[config.mk]
export PLATFORM = sky130hd
export DESIGN_NAME = control_unit
export DESIGN_NICKNAME = d
export VERILOG_FILES = /design/src/rtl/control_unit.sv
export SDC_FILE = /design/constraint.sdc
export NUM_CORES = 1
export LEC_CHECK = 0
export BUFFER_PORTS_ARGS = -buffer_cell sky130_fd_sc_hd__buf_2
export CELL_PAD_IN_SITES_DETAIL_PLACEMENT = 0
export CELL_PAD_IN_SITES_GLOBAL_PLACEMENT = 2
export CORE_UTILIZATION = 21
export DETAILED_ROUTE_END_ITERATION = 8
export GPL_ROUTABILITY_DRIVEN = 0
export PLACE_DENSITY = 0.89
export SKIP_CTS_REPAIR_TIMING = 1
export SYNTH_ARGS = -nofsm -noshare
export SYNTH_HDL_FRONTEND = slang
export SYNTH_SLANG_ARGS = --single-unit
[constraint.sdc]
create_clock -name clk -period 3.3 [get_ports clk]
set_input_delay 0.495 -clock clk [delete_from_list [all_inputs] [get_ports clk]]
set_output_delay 0.495 -clock clk [all_outputs]
set_load 0.02 [all_outputs]
[src/rtl/control_unit.sv]
// control_unit: Moore micro-sequencer for a small accumulator CPU.
// Walks FETCH0..FETCH2, DECODE, then up to three execute states chosen by the
// opcode in ir_data, and emits one 16-bit word of micro-operation enables per state.
module control_unit (
   input  logic        clk,
   input  logic        rst_n,
   input  logic [7:0]  ir_data,
   input  logic        acc_sign,
   output logic [15:0] control_signals,
   output logic        halted
);

   typedef enum logic [2:0] {
      S_FETCH0 = 3'd0,
      S_FETCH1 = 3'd1,
      S_FETCH2 = 3'd2,
      S_DECODE = 3'd3,
      S_EX0    = 3'd4,
      S_EX1    = 3'd5,
      S_EX2    = 3'd6,
      S_HALT   = 3'd7
   } state_t;

   localparam logic [7:0] OP_STORE  = 8'h01;
   localparam logic [7:0] OP_LOAD   = 8'h02;
   localparam logic [7:0] OP_ADD    = 8'h03;
   localparam logic [7:0] OP_SUB    = 8'h04;
   localparam logic [7:0] OP_JMPGEZ = 8'h05;
   localparam logic [7:0] OP_JMP    = 8'h06;
   localparam logic [7:0] OP_HALT   = 8'h07;

   // Micro-operation enable bits
   localparam logic [15:0] CS_PC_INC    = 16'h0001;
   localparam logic [15:0] CS_PC_LOAD   = 16'h0002;
   localparam logic [15:0] CS_MAR_PC    = 16'h0004;
   localparam logic [15:0] CS_MAR_MBR   = 16'h0008;
   localparam logic [15:0] CS_MEM_READ  = 16'h0010;
   localparam logic [15:0] CS_MEM_WRITE = 16'h0020;
   localparam logic [15:0] CS_IR_LOAD   = 16'h0040;
   localparam logic [15:0] CS_MBR_ACC   = 16'h0080;
   localparam logic [15:0] CS_ALU_ADD   = 16'h0100;
   localparam logic [15:0] CS_ALU_SUB   = 16'h0200;
   localparam logic [15:0] CS_ACC_LOAD  = 16'h0800;
   localparam logic [15:0] CS_BR_LOAD   = 16'h1000;
   localparam logic [15:0] CS_HALT_IND  = 16'h2000;

   state_t      r_state;
   state_t      w_next_state;
   logic [15:0] w_ctrl;
   logic        w_is_mem_alu;

   // LOAD, ADD and SUB share the three-state read/BR/ACC execute path
   assign w_is_mem_alu = (ir_data == OP_LOAD) || (ir_data == OP_ADD) || (ir_data == OP_SUB);

   // State register; reset forces FETCH0 at once, without waiting for a clock edge
   // NOTE: sequential state uses non-blocking (<=) so every flop samples pre-edge values.
   always_ff @(posedge clk or negedge rst_n) begin
      if (!rst_n) r_state <= S_FETCH0;
      else        r_state <= w_next_state;
   end

   // Next-state selection from current state and opcode
   // NOTE: default assigned first so no path leaves the signal unassigned (no latch).
   always_comb begin
      w_next_state = S_FETCH0;
      case (r_state)
         S_FETCH0: w_next_state = S_FETCH1;
         S_FETCH1: w_next_state = S_FETCH2;
         S_FETCH2: w_next_state = S_DECODE;
         S_DECODE: begin
            if (ir_data == OP_HALT)                           w_next_state = S_HALT;
            else if (ir_data >= OP_STORE && ir_data <= OP_JMP) w_next_state = S_EX0;
            else                                              w_next_state = S_FETCH0;
         end
         S_EX0: begin
            if (w_is_mem_alu || ir_data == OP_STORE) w_next_state = S_EX1;
            else                                     w_next_state = S_FETCH0;
         end
         S_EX1: begin
            if (w_is_mem_alu) w_next_state = S_EX2;
            else              w_next_state = S_FETCH0;
         end
         S_EX2:   w_next_state = S_FETCH0;
         S_HALT:  w_next_state = S_HALT;
         default: w_next_state = S_FETCH0;
      endcase
   end

   // Output decode: enables depend only on current state, opcode and (in EX0) acc_sign
   always_comb begin
      w_ctrl = 16'h0000;
      case (r_state)
         S_FETCH0: w_ctrl = CS_MAR_PC;
         S_FETCH1: w_ctrl = CS_MEM_READ | CS_PC_INC;
         S_FETCH2: w_ctrl = CS_IR_LOAD | CS_MAR_MBR;
         S_DECODE: w_ctrl = 16'h0000;
         S_EX0: begin
            case (ir_data)
               OP_LOAD, OP_ADD, OP_SUB: w_ctrl = CS_MEM_READ;
               OP_STORE:                w_ctrl = CS_MBR_ACC;
               OP_JMP:                  w_ctrl = CS_PC_LOAD;
               OP_JMPGEZ:               w_ctrl = acc_sign ? 16'h0000 : CS_PC_LOAD;
               default:                 w_ctrl = 16'h0000;
            endcase
         end
         S_EX1: begin
            if (w_is_mem_alu)              w_ctrl = CS_BR_LOAD;
            else if (ir_data == OP_STORE)  w_ctrl = CS_MEM_WRITE;
            else                           w_ctrl = 16'h0000;
         end
         S_EX2: begin
            case (ir_data)
               OP_LOAD: w_ctrl = CS_ACC_LOAD;
               OP_ADD:  w_ctrl = CS_ACC_LOAD | CS_ALU_ADD;
               OP_SUB:  w_ctrl = CS_ACC_LOAD | CS_ALU_SUB;
               default: w_ctrl = 16'h0000;
            endcase
         end
         S_HALT:  w_ctrl = CS_HALT_IND;
         default: w_ctrl = 16'h0000;
      endcase
   end

   assign control_signals = w_ctrl;
   assign halted          = (r_state == S_HALT);

endmodule
**After elaboration in Yosys (flattened, before gate mapping)**

Index checks and enable logic that the tools add are counted.
W data, S select, Z words.

- Flip-flop bits (word level): 3
- Word-level logic and storage cells: 34

- Eq/ne operators: 14
- Order comparisons: 2
- Multiplexer cells: 11
- Reduce and logical (&&, ||, !) cells: 6

Operators with widths:

| cell | number |
|---|---|
| $pmux W16 S8 | 1 |
| $pmux W12 S3 | 1 |
| $eq A8 B3 Y1 const B | 4 |
| $pmux W8 S4 | 1 |
| $pmux W3 S8 | 1 |
| $eq A8 B2 Y1 const B | 2 |
| $mux W13 | 1 |
| $eq A3 B3 Y1 const B | 4 |
| $mux W3 | 4 |
| $eq A8 B1 Y1 const B | 1 |
| $ge A8 B1 Y1 const B | 1 |
| $le A8 B3 Y1 const B | 1 |
| $eq A3 B2 Y1 const B | 2 |
| $mux W6 | 1 |
| $eq A3 B1 Y1 const B | 1 |
| $logic_not A3 Y1 | 1 |
| $logic_or A1 B1 Y1 | 3 |
| $reduce_or A3 Y1 | 1 |
| $mux W2 | 1 |
| $logic_and A1 B1 Y1 | 1 |

**Depth between registers and ports, before layout**

Gate-level depths: netlist (run 1).

- Depth after elaboration: 6
- Mapped depth: 5
- Gate-level depth less buffers: 4

**Least setup slack after synthesis (run 1)**

No wires, ideal clock.

- Kind: input-to-output
- Start point: in ir_data[5]
- End point: out control_signals[5]
- Path slack: 1072 ps
- Data arrival time: 1733 ps
- Path buffers: 0
- Cell stages on the path: 3
- Cells stage by stage: nor4_4 > nand2_1 > nor4_1

- Longest elaborated chain between the ends: 5

RTL lines:

| element | RTL line | text |
|---|---|---|
| start: declaration | 7 | `input logic [7:0] ir_data,` |
| $eq A8 B2 Y1 | 53 | `assign w_is_mem_alu = (ir_data == OP_LOAD) \|\| (ir_data == OP_ADD) \|\| (ir_data == OP_SUB);` |
| $logic_or A1 B1 Y1 (2 in series) | 53 |  |
| $mux W13 * | 107 | `if (w_is_mem_alu) w_ctrl = CS_BR_LOAD;` |
| $pmux W16 S8 * | 92 | `case (r_state)` |
| end: declaration | 9 | `output logic [15:0] control_signals,` |

Every way passes the cells marked *; elsewhere a longest branch is shown, timed or not. The select of a mux whose other input is x is not followed.

**Final worst setup path (run 1)**

- Start point: in ir_data[5]
- End point: out control_signals[8]

- Longest elaborated chain between the ends: 3

RTL lines:

| element | RTL line | text |
|---|---|---|
| $eq A8 B3 Y1 / $eq A8 B2 Y1 (equally long branches) | 53, 112 |  |
| $pmux W12 S3 * | 112 | `case (ir_data)` |
| $pmux W16 S8 * | 92 |  |

Marked as above.

==> results.yml, run 1 <==
run_status:
  outcome: "completed"
setup_path:
  cp-start-kind: "input port"
  rr_worst_depth: 4
  crit_type: "input port to output pin"
  path_max_fanout: 5
  setup.worst_path.end_class: "output pin"
  arrival_ns: 1.66
  worstPathRequired_ns: 2.80
logic_synthesis:
  syn_area_sq_um: 438
  synth_top_flop_cell: "dfrtp_1"
  synth_cell_types: 32
  synth_top_cell_by_area: "dfrtp_1"
  netlist.area_leader.share: 0.171
  postSynthAreaPerCell_sq_um: 7.30
  yosysSeqAreaShare: 0.171
  ys_ff_latch: 3
  yosys_warnings: 0
  synthTopCellsByArea: "dfrtp_1, buf_4, nand3b_1"
  synth_edf_count: 0
  synthArstFlopShare: 1.00
  syn-instance-count: 60
detailed_routing:
  first_iter_violations: 23
  routed_wl_um: 1100
  drc: 0
  ant_nets: 0
  viasPerCell: 4.55
  dr.pass1.iters: 4
  wl_per_cell_um: 10.1
  num_vias: 496
final_layout:
  nets: 94
  drive_above_1_share: 0.378
  final_cell_mix: "buf_2, nor2_1, inv_1, nand2_1"
  largest_reg_flops: 3
  syn_to_final_growth_pct: 32.0
  antenna-diode-count: 0
  seqCellArea_sq_um: 75.1
  fillers: 245
  multi_input_area_sq_um: 308
  layout_commonest_cell: "buf_2"
  regMostFlops: "r_state"
  largestRegisters: "r_state (3)"
floorplan:
  core_area_sq_um: 1960
  std_cell_rows: 16
  io-pin-count: 28
  die_w_um: 47.7
  dieArea_sq_um: 2270
  die_y_um: 47.7
  start_util: 0.223
sta:
  fmax_ghz: 0.464
  period_share: 0.653
  slew_violations: 0
  holdWs_ns: 0.0497
  finalHoldViolCount: 0
  rsz0062_at_grt: "false"
  finalCriticalPeriod_ns: 2.15
  tns_ns: 0
  finalClockSkew_ns: 0.00382
  setup_viol: 0
place:
  io_buffer_count: 24
  hpwl_um: 856
clock_tree:
  cts_max_level: 1
  root_buffer: "clkbuf_4"
  cts_tree: "yes"
  clk_pin_slew_ns: 0.04
  clk_path_buf_depth: 2
  numCtsBuffers: 3
  insertion_delay_ns: 0.23
  cts.sinks: 3
power:
  swShare: 0.473
  p_seq_frac: 0.290
  internal-power_mw: 0.163
  ir_worst_vdd_uv: 186
  total_leakage_power_nw: 0.259
  powerDensity_nw_per_um2: 536
  switching_power_mw: 0.147
  combPwrFrac: 0.507
  pwr-share-clk: 0.203
job:
  drv_cap: 0
grt:
  grt_max_degree: 17
  grt-ovfl-total: 0
  grt_pass1_wl_um: 1650
  antenna_found_initial: 0
  track_usage: 0.102
  grt_pass1_vias: 391
min_path:
  hp-class: "input port to asynchronous set/reset pin"
-- cells by family (layout without fill, tap and decap cells) --
kind of cell    after synthesis  after routing  synth area share
buf+inv                      12             32             0.143
other cells                   1              3           0.00856
simple gates                 31             31             0.451
compound gates               11             11             0.180
flops                         3              3             0.171
mux                           1              1            0.0257
xor+xnor                      1              1            0.0200
-- path summary, 6_finish.rpt --
path                       startpoint                 end  slack (ns)
min in group clk           ir_data[7]          r_state[0]        0.65
min reg2reg                r_state[0]          r_state[0]        0.70
min                             rst_n          r_state[1]        0.05
max in group asynchronous       rst_n          r_state[2]        3.14
max                        ir_data[5]  control_signals[8]        1.15
max reg2reg                r_state[1]          r_state[2]        1.99
-- synth_stat cells, types with 2 or more instances --
master	n
nor3_1	3
and3_1	2
and2_1	2
nand3b_1	3
buf_4	4
buf_2	2
nor3b_1	2
inv_1	4
o211ai_1	2
clkbuf_1	2
o22ai_1	2
nand2_1	4
nor2_1	5
dfrtp_1	3
nor4_1	3
-- area by class of cell --
type / instances / share of cell area
Timing Repair Buffer: 24 / 0.208
Inverter: 4 / 0.0260
Multi-Input combinational cell: 47 / 0.532
Clock buffer: 4 / 0.0455
Tap cell: 27 / 0.0584
Sequential cell: 3 / 0.130
-- stage by stage --
stage	cells	cell area, sq um	total power [mW]	worst slack (ns)	utilization
after global placement	105	552	0.244	1.16	0.281
after global routing	109	578	0.338	1.01	0.295
after detailed placement	105	552	0.249	1.11	0.281
after CTS	109	578	0.316	1.11	0.295
final	109	578	0.310	1.15	0.295
after floorplan	62	445	0.207	1.07	-
-- worst max-delay path, stage by stage --
cell and delay (ns):
buf_2 0.11, nor4_4 0.37, nand2_1 0.18, nor4_1 0.29, buf_2 0.21
-- metal layers --
metal	up-vias	track usage	share of wire
met1	227	0.140	0.45
met3	0	0.0226	0.057
li1	255	-	-
met4	0	0.0500	0
met5	-	0	0
met2	14	0.148	0.49
-- power groups by stage --
| stage | Clock, mW | Combinational (mW) | Sequential [mW] |
|---|---|---|---|
| 2_1_floorplan | 0 | 0.148 | 0.0597 |
| 3_3_place_gp | 0 | 0.156 | 0.0886 |
| 3_5_place_dp | 0 | 0.158 | 0.0909 |
| 4_1_cts | 0.0672 | 0.158 | 0.0905 |
| 5_1_grt | 0.0686 | 0.174 | 0.0956 |
| 6_report | 0.0630 | 0.157 | 0.0898 |
Note: power is estimated with default switching activity, not from simulation.
==> run 2, diff against run 1 <==
--- a/config.mk
+++ b/config.mk
@@ -8,10 +8,10 @@
 export BUFFER_PORTS_ARGS = -buffer_cell sky130_fd_sc_hd__buf_2
 export CELL_PAD_IN_SITES_DETAIL_PLACEMENT = 0
 export CELL_PAD_IN_SITES_GLOBAL_PLACEMENT = 2
-export CORE_UTILIZATION = 21
+export CORE_UTILIZATION = 20
 export DETAILED_ROUTE_END_ITERATION = 8
 export GPL_ROUTABILITY_DRIVEN = 0
-export PLACE_DENSITY = 0.89
+export PLACE_DENSITY = 0.85
 export SKIP_CTS_REPAIR_TIMING = 1
 export SYNTH_ARGS = -nofsm -noshare
 export SYNTH_HDL_FRONTEND = slang
==> constraint.sdc (replaced) <==
create_clock -name clk -period 2 [get_ports clk]
set_input_delay 0.3 -clock clk [delete_from_list [all_inputs] [get_ports clk]]
set_output_delay 0.3 -clock clk [all_outputs]
set_load 0.02 [all_outputs]
==> run 2 against run 1 <==
Compared with the run above: critical path type is now flop to output pin; clock power up 70%; flip-flop and latch count did not move; critical endpoint is now control_signals[9]; first-iteration DRC count decreased by 43%; sequential share of layout area shrank 0.69 points; utilization up 1.0 points.
==> results.yml, run 2 (synthesis gave the netlist of run 1 again) <==
run_status:
  outcome: "completed"
detailed_routing:
  route.met2.wl_um: 591
  met1_length_um: 523
  ant_nets: 0
  wl_per_cell_um: 10.2
  routed_wl_um: 1150
  first_iter_violations: 13
  num_vias: 499
  drc: 0
  wl_met3_um: 37
  viasPerCell: 4.42
  dr.pass1.iters: 4
  highest_layer: "met3"
final_layout:
  drive_above_1_share: 0.395
  largest_reg_flops: 3
  utilization: 0.305
  final_cell_mix: "buf_2, nor2_1, inv_1, nand2_1"
  design_area_sq_um: 611
  largestRegisters: "r_state (3)"
  syn_to_final_growth_pct: 39.4
  nets: 98
  final_cells: 113
  antenna-diode-count: 0
  layout_commonest_cell: "buf_2"
  regMostFlops: "r_state"
clock_tree:
  clk_pin_slew_ns: 0.04
  cts_tree: "yes"
  cts.sinks: 3
  numCtsBuffers: 3
  clk_path_buf_depth: 2
  insertion_delay_ns: 0.23
  root_buffer: "clkbuf_4"
  cts_max_level: 1
grt:
  grt_pass1_vias: 499
  antenna_found_initial: 0
  grt_max_degree: 16
  track_usage: 0.111
  grt-ovfl-total: 0
  grt_pass1_wl_um: 2030
floorplan:
  die_w_um: 48.8
  start_util: 0.219
  io-pin-count: 28
  dieArea_sq_um: 2380
  std_cell_rows: 16
  die_y_um: 48.8
  core_area_sq_um: 2000
power:
  ir_worst_vdd_uv: 379
  total_leakage_power_nw: 0.278
  power_mw: 0.546
  powerDensity_nw_per_um2: 894
sta:
  finalHoldViolCount: 0
  period_share: 0.891
  finalCriticalPeriod_ns: 1.78
  finalClockSkew_ns: 0.00225
  tns_ns: 0
  worst_slack_ns: 0.218
  slew_violations: 0
  setup_viol: 0
  rsz0062_at_grt: "false"
  fmax_ghz: 0.561
  holdWs_ns: 0.386
setup_path:
  cp-start-kind: "flop"
  setup.worst_path.end_class: "output pin"
  critPathMaxStageDelay_ns: 0.42
  path_max_fanout: 7
  worstPathRequired_ns: 1.70
  cpMaxStageDelayCell: "dfrtp_1"
  cp_cell_sequence: "buf_4, nand3b_1, nor4_1, buf_2"
  arrival_ns: 1.48
  critPathTopFamily: "simple AND/OR/NAND/NOR gates"
  worst-path-buf-inv: 2
  crit_type: "flop to output pin"
job:
  drv_cap: 0
place:
  hpwl_um: 913
  place_ws_ns: 0.220
  io_buffer_count: 24
  placedCellCount: 108
  dpl_cell_area_sq_um: 574
min_path:
  hp-class: "input port to asynchronous set/reset pin"
## run 2: cell count changes in the layout (fill, tap and decap cells not counted), sizes merged
cell	change
dlygate4sd3	+1
buf	+3
## run 2: layout make-up
cell class	count	area, sq um
flip-flops and latches	3	75.1
fillers	247	1390
well taps	27	33.8
clock buffers	4	26.3
repair buffers	28	153
multi-input cells	47	308
inverters	4	15.0
## run 2: final timing paths
path	from	end	slack, ns	cells after the start
worst max-delay path	r_state[0]	control_signals[9]	0.22	4
worst min-delay path	rst_n	r_state[1]	0.39	2
worst max register to register	r_state[1]	r_state[2]	0.72	5
worst min register to register	r_state[0]	r_state[1]	0.60	1
max in group asynchronous	rst_n	r_state[0]	1.51	2
min in group clk	ir_data[7]	r_state[0]	0.43	4
## run 2: report_power, final
| group | leakage (nW) | total (mW) | internal (mW) | switching, mW |
|---|---|---|---|---|
| Clock | 0.0150 | 0.107 | 0.0748 | 0.0327 |
| Sequential | 0.0364 | 0.101 | 0.0825 | 0.0189 |
| Combinational | 0.227 | 0.337 | 0.140 | 0.197 |
## run 2: worst reg2reg max path, delay by kind of cell, from the launching register on
kind | cells | cell delay, ns
DFF | 1 | 0.36
muxes | 1 | 0.27
buffers and inverters | 1 | 0.18
AOI/OAI and AO/OA | 3 | 0.35
## run 2: layer usage
layer / global-route usage / vias to the layer above
met5: 0 / -
met4: 0.0882 / 0
met3: 0.0187 / 0
met2: 0.192 / 15
met1: 0.117 / 223
li1: - / 261
==> run 3, diff against run 2 <==
--- a/config.mk
+++ b/config.mk
@@ -8,11 +8,13 @@
 export BUFFER_PORTS_ARGS = -buffer_cell sky130_fd_sc_hd__buf_2
 export CELL_PAD_IN_SITES_DETAIL_PLACEMENT = 0
 export CELL_PAD_IN_SITES_GLOBAL_PLACEMENT = 2
-export CORE_UTILIZATION = 20
+export CORE_MARGIN = 2
+export CORE_UTILIZATION = 21
 export DETAILED_ROUTE_END_ITERATION = 8
 export GPL_ROUTABILITY_DRIVEN = 0
-export PLACE_DENSITY = 0.85
+export PLACE_DENSITY = 0.89
 export SKIP_CTS_REPAIR_TIMING = 1
 export SYNTH_ARGS = -nofsm -noshare
 export SYNTH_HDL_FRONTEND = slang
 export SYNTH_SLANG_ARGS = --single-unit
+export TNS_END_PERCENT = 100
==> constraint.sdc (replaced) <==
create_clock -name clk -period 2.1 [get_ports clk]
set_input_delay 0.315 -clock clk [delete_from_list [all_inputs] [get_ports clk]]
set_output_delay 0.315 -clock clk [all_outputs]
set_load 0.02 [all_outputs]
==> run 3 against run 2 <==
Compared with the run above: flip-flop and latch count unchanged; count of clock-buffer cells in the layout unchanged; largest power group unchanged; worst setup slack got worse by 0.10 ns; via count decreased by 0.60%.
==> results.yml, run 3 (synthesis gave the netlist of run 1 again) <==
run_status:
  outcome: "completed"
power:
  power_mw: 0.504
  ir_worst_vdd_uv: 403
  total_leakage_power_nw: 0.268
  powerDensity_nw_per_um2: 846
setup_path:
  cp-start-kind: "flop"
  path_max_fanout: 10
  crit_type: "flop to output pin"
  worstPathRequired_ns: 1.78
  r2r_slack_ns: 0.79
  arrival_ns: 1.67
  r2r_start: "r_state[2]"
  critPathMaxStageDelay_ns: 0.51
  rr_worst_depth: 3
  timing.rr.end: "r_state[2]"
  cpMaxStageDelayCell: "dfrtp_1"
  setup.worst_path.end_class: "output pin"
  cp_cell_sequence: "inv_1, or3_1, nor3_1, buf_2"
place:
  hpwl_um: 877
  placedCellCount: 106
  io_buffer_count: 24
clock_tree:
  cts.sinks: 3
  cts_max_level: 1
  root_buffer: "clkbuf_4"
  cts_tree: "yes"
  insertion_delay_ns: 0.23
  clk_path_buf_depth: 2
  numCtsBuffers: 3
  clk_pin_slew_ns: 0.04
final_layout:
  nets: 96
  largest_reg_flops: 3
  final_cells: 111
  final_cell_mix: "buf_2, nor2_1, inv_1, nand2_1"
  regMostFlops: "r_state"
  syn_to_final_growth_pct: 36.0
  utilization: 0.304
  largestRegisters: "r_state (3)"
  antenna-diode-count: 0
  layout_commonest_cell: "buf_2"
  drive_above_1_share: 0.381
sta:
  period_share: 0.945
  finalHoldViolCount: 0
  fmax_ghz: 0.504
  rsz0062_at_grt: "false"
  finalCriticalPeriod_ns: 1.98
  slew_violations: 0
  holdWs_ns: 0.399
  finalClockSkew_ns: 0.00437
  tns_ns: 0
  setup_viol: 0
grt:
  grt-ovfl-total: 0
  grt_pass1_vias: 429
  antenna_found_initial: 0
  grt_max_degree: 16
  track_usage: 0.100
  grt_pass1_wl_um: 1930
floorplan:
  die_y_um: 49.7
  dieArea_sq_um: 2470
  std_cell_rows: 16
  die_w_um: 49.7
  io-pin-count: 28
  start_util: 0.223
  core_area_sq_um: 1960
detailed_routing:
  dr.pass1.iters: 2
  first_iter_violations: 6
  drc: 0
  wl_per_cell_um: 10.3
  ant_nets: 0
  num_vias: 496
  viasPerCell: 4.47
  routed_wl_um: 1140
min_path:
  hp-class: "input port to asynchronous set/reset pin"
job:
  drv_cap: 0
run 3: power breakdown:
part | switching (mW) | internal, mW
sequential | 0.0323 | 0.0783
clock | 0.0305 | 0.0712
combinational | 0.170 | 0.121
total | 0.233 | 0.271
run 3: worst max-delay path, delay by kind of cell, from the launching register on:
family | cells | cell delay (ns)
DFF | 1 | 0.51
buffers and inverters | 2 | 0.32
and+or+nand+nor | 2 | 0.62
run 3: final cells by class:
cell class                      instances  area [sq um]
Sequential cell                         3          75.1
Multi-Input combinational cell         47           308
Clock buffer                            4          26.3
Fill cell                             252          1370
Tap cell                               27          33.8
Inverter                                4          15.0
Timing Repair Buffer                   26           138
run 3: per-layer routing:
layer  GRT usage  share of wire
met5           0              0
met4      0.0556              0
met3      0.0182          0.047
met2       0.156           0.49
met1       0.130           0.46
run 3: worst max path at each step:
| stage | end | cells past startpoint | startpoint |
|---|---|---|---|
| floorplan | control_signals[5] | 3 | ir_data[5] |
| global placement | control_signals[8] | 5 | ir_data[5] |
| detailed placement | control_signals[8] | 5 | ir_data[5] |
| CTS | control_signals[1] | 4 | r_state[2] |
| global route | control_signals[1] | 4 | r_state[2] |
| finish | control_signals[1] | 4 | r_state[2] |
run 3: through the flow:
stage / worst slack, ns / cell area [sq um]
floorplan: 0.232 / 445
global placement: 0.318 / 559
detailed placement: 0.277 / 559
CTS: 0.0995 / 586
global route: 0.0234 / 596
finish: 0.116 / 596
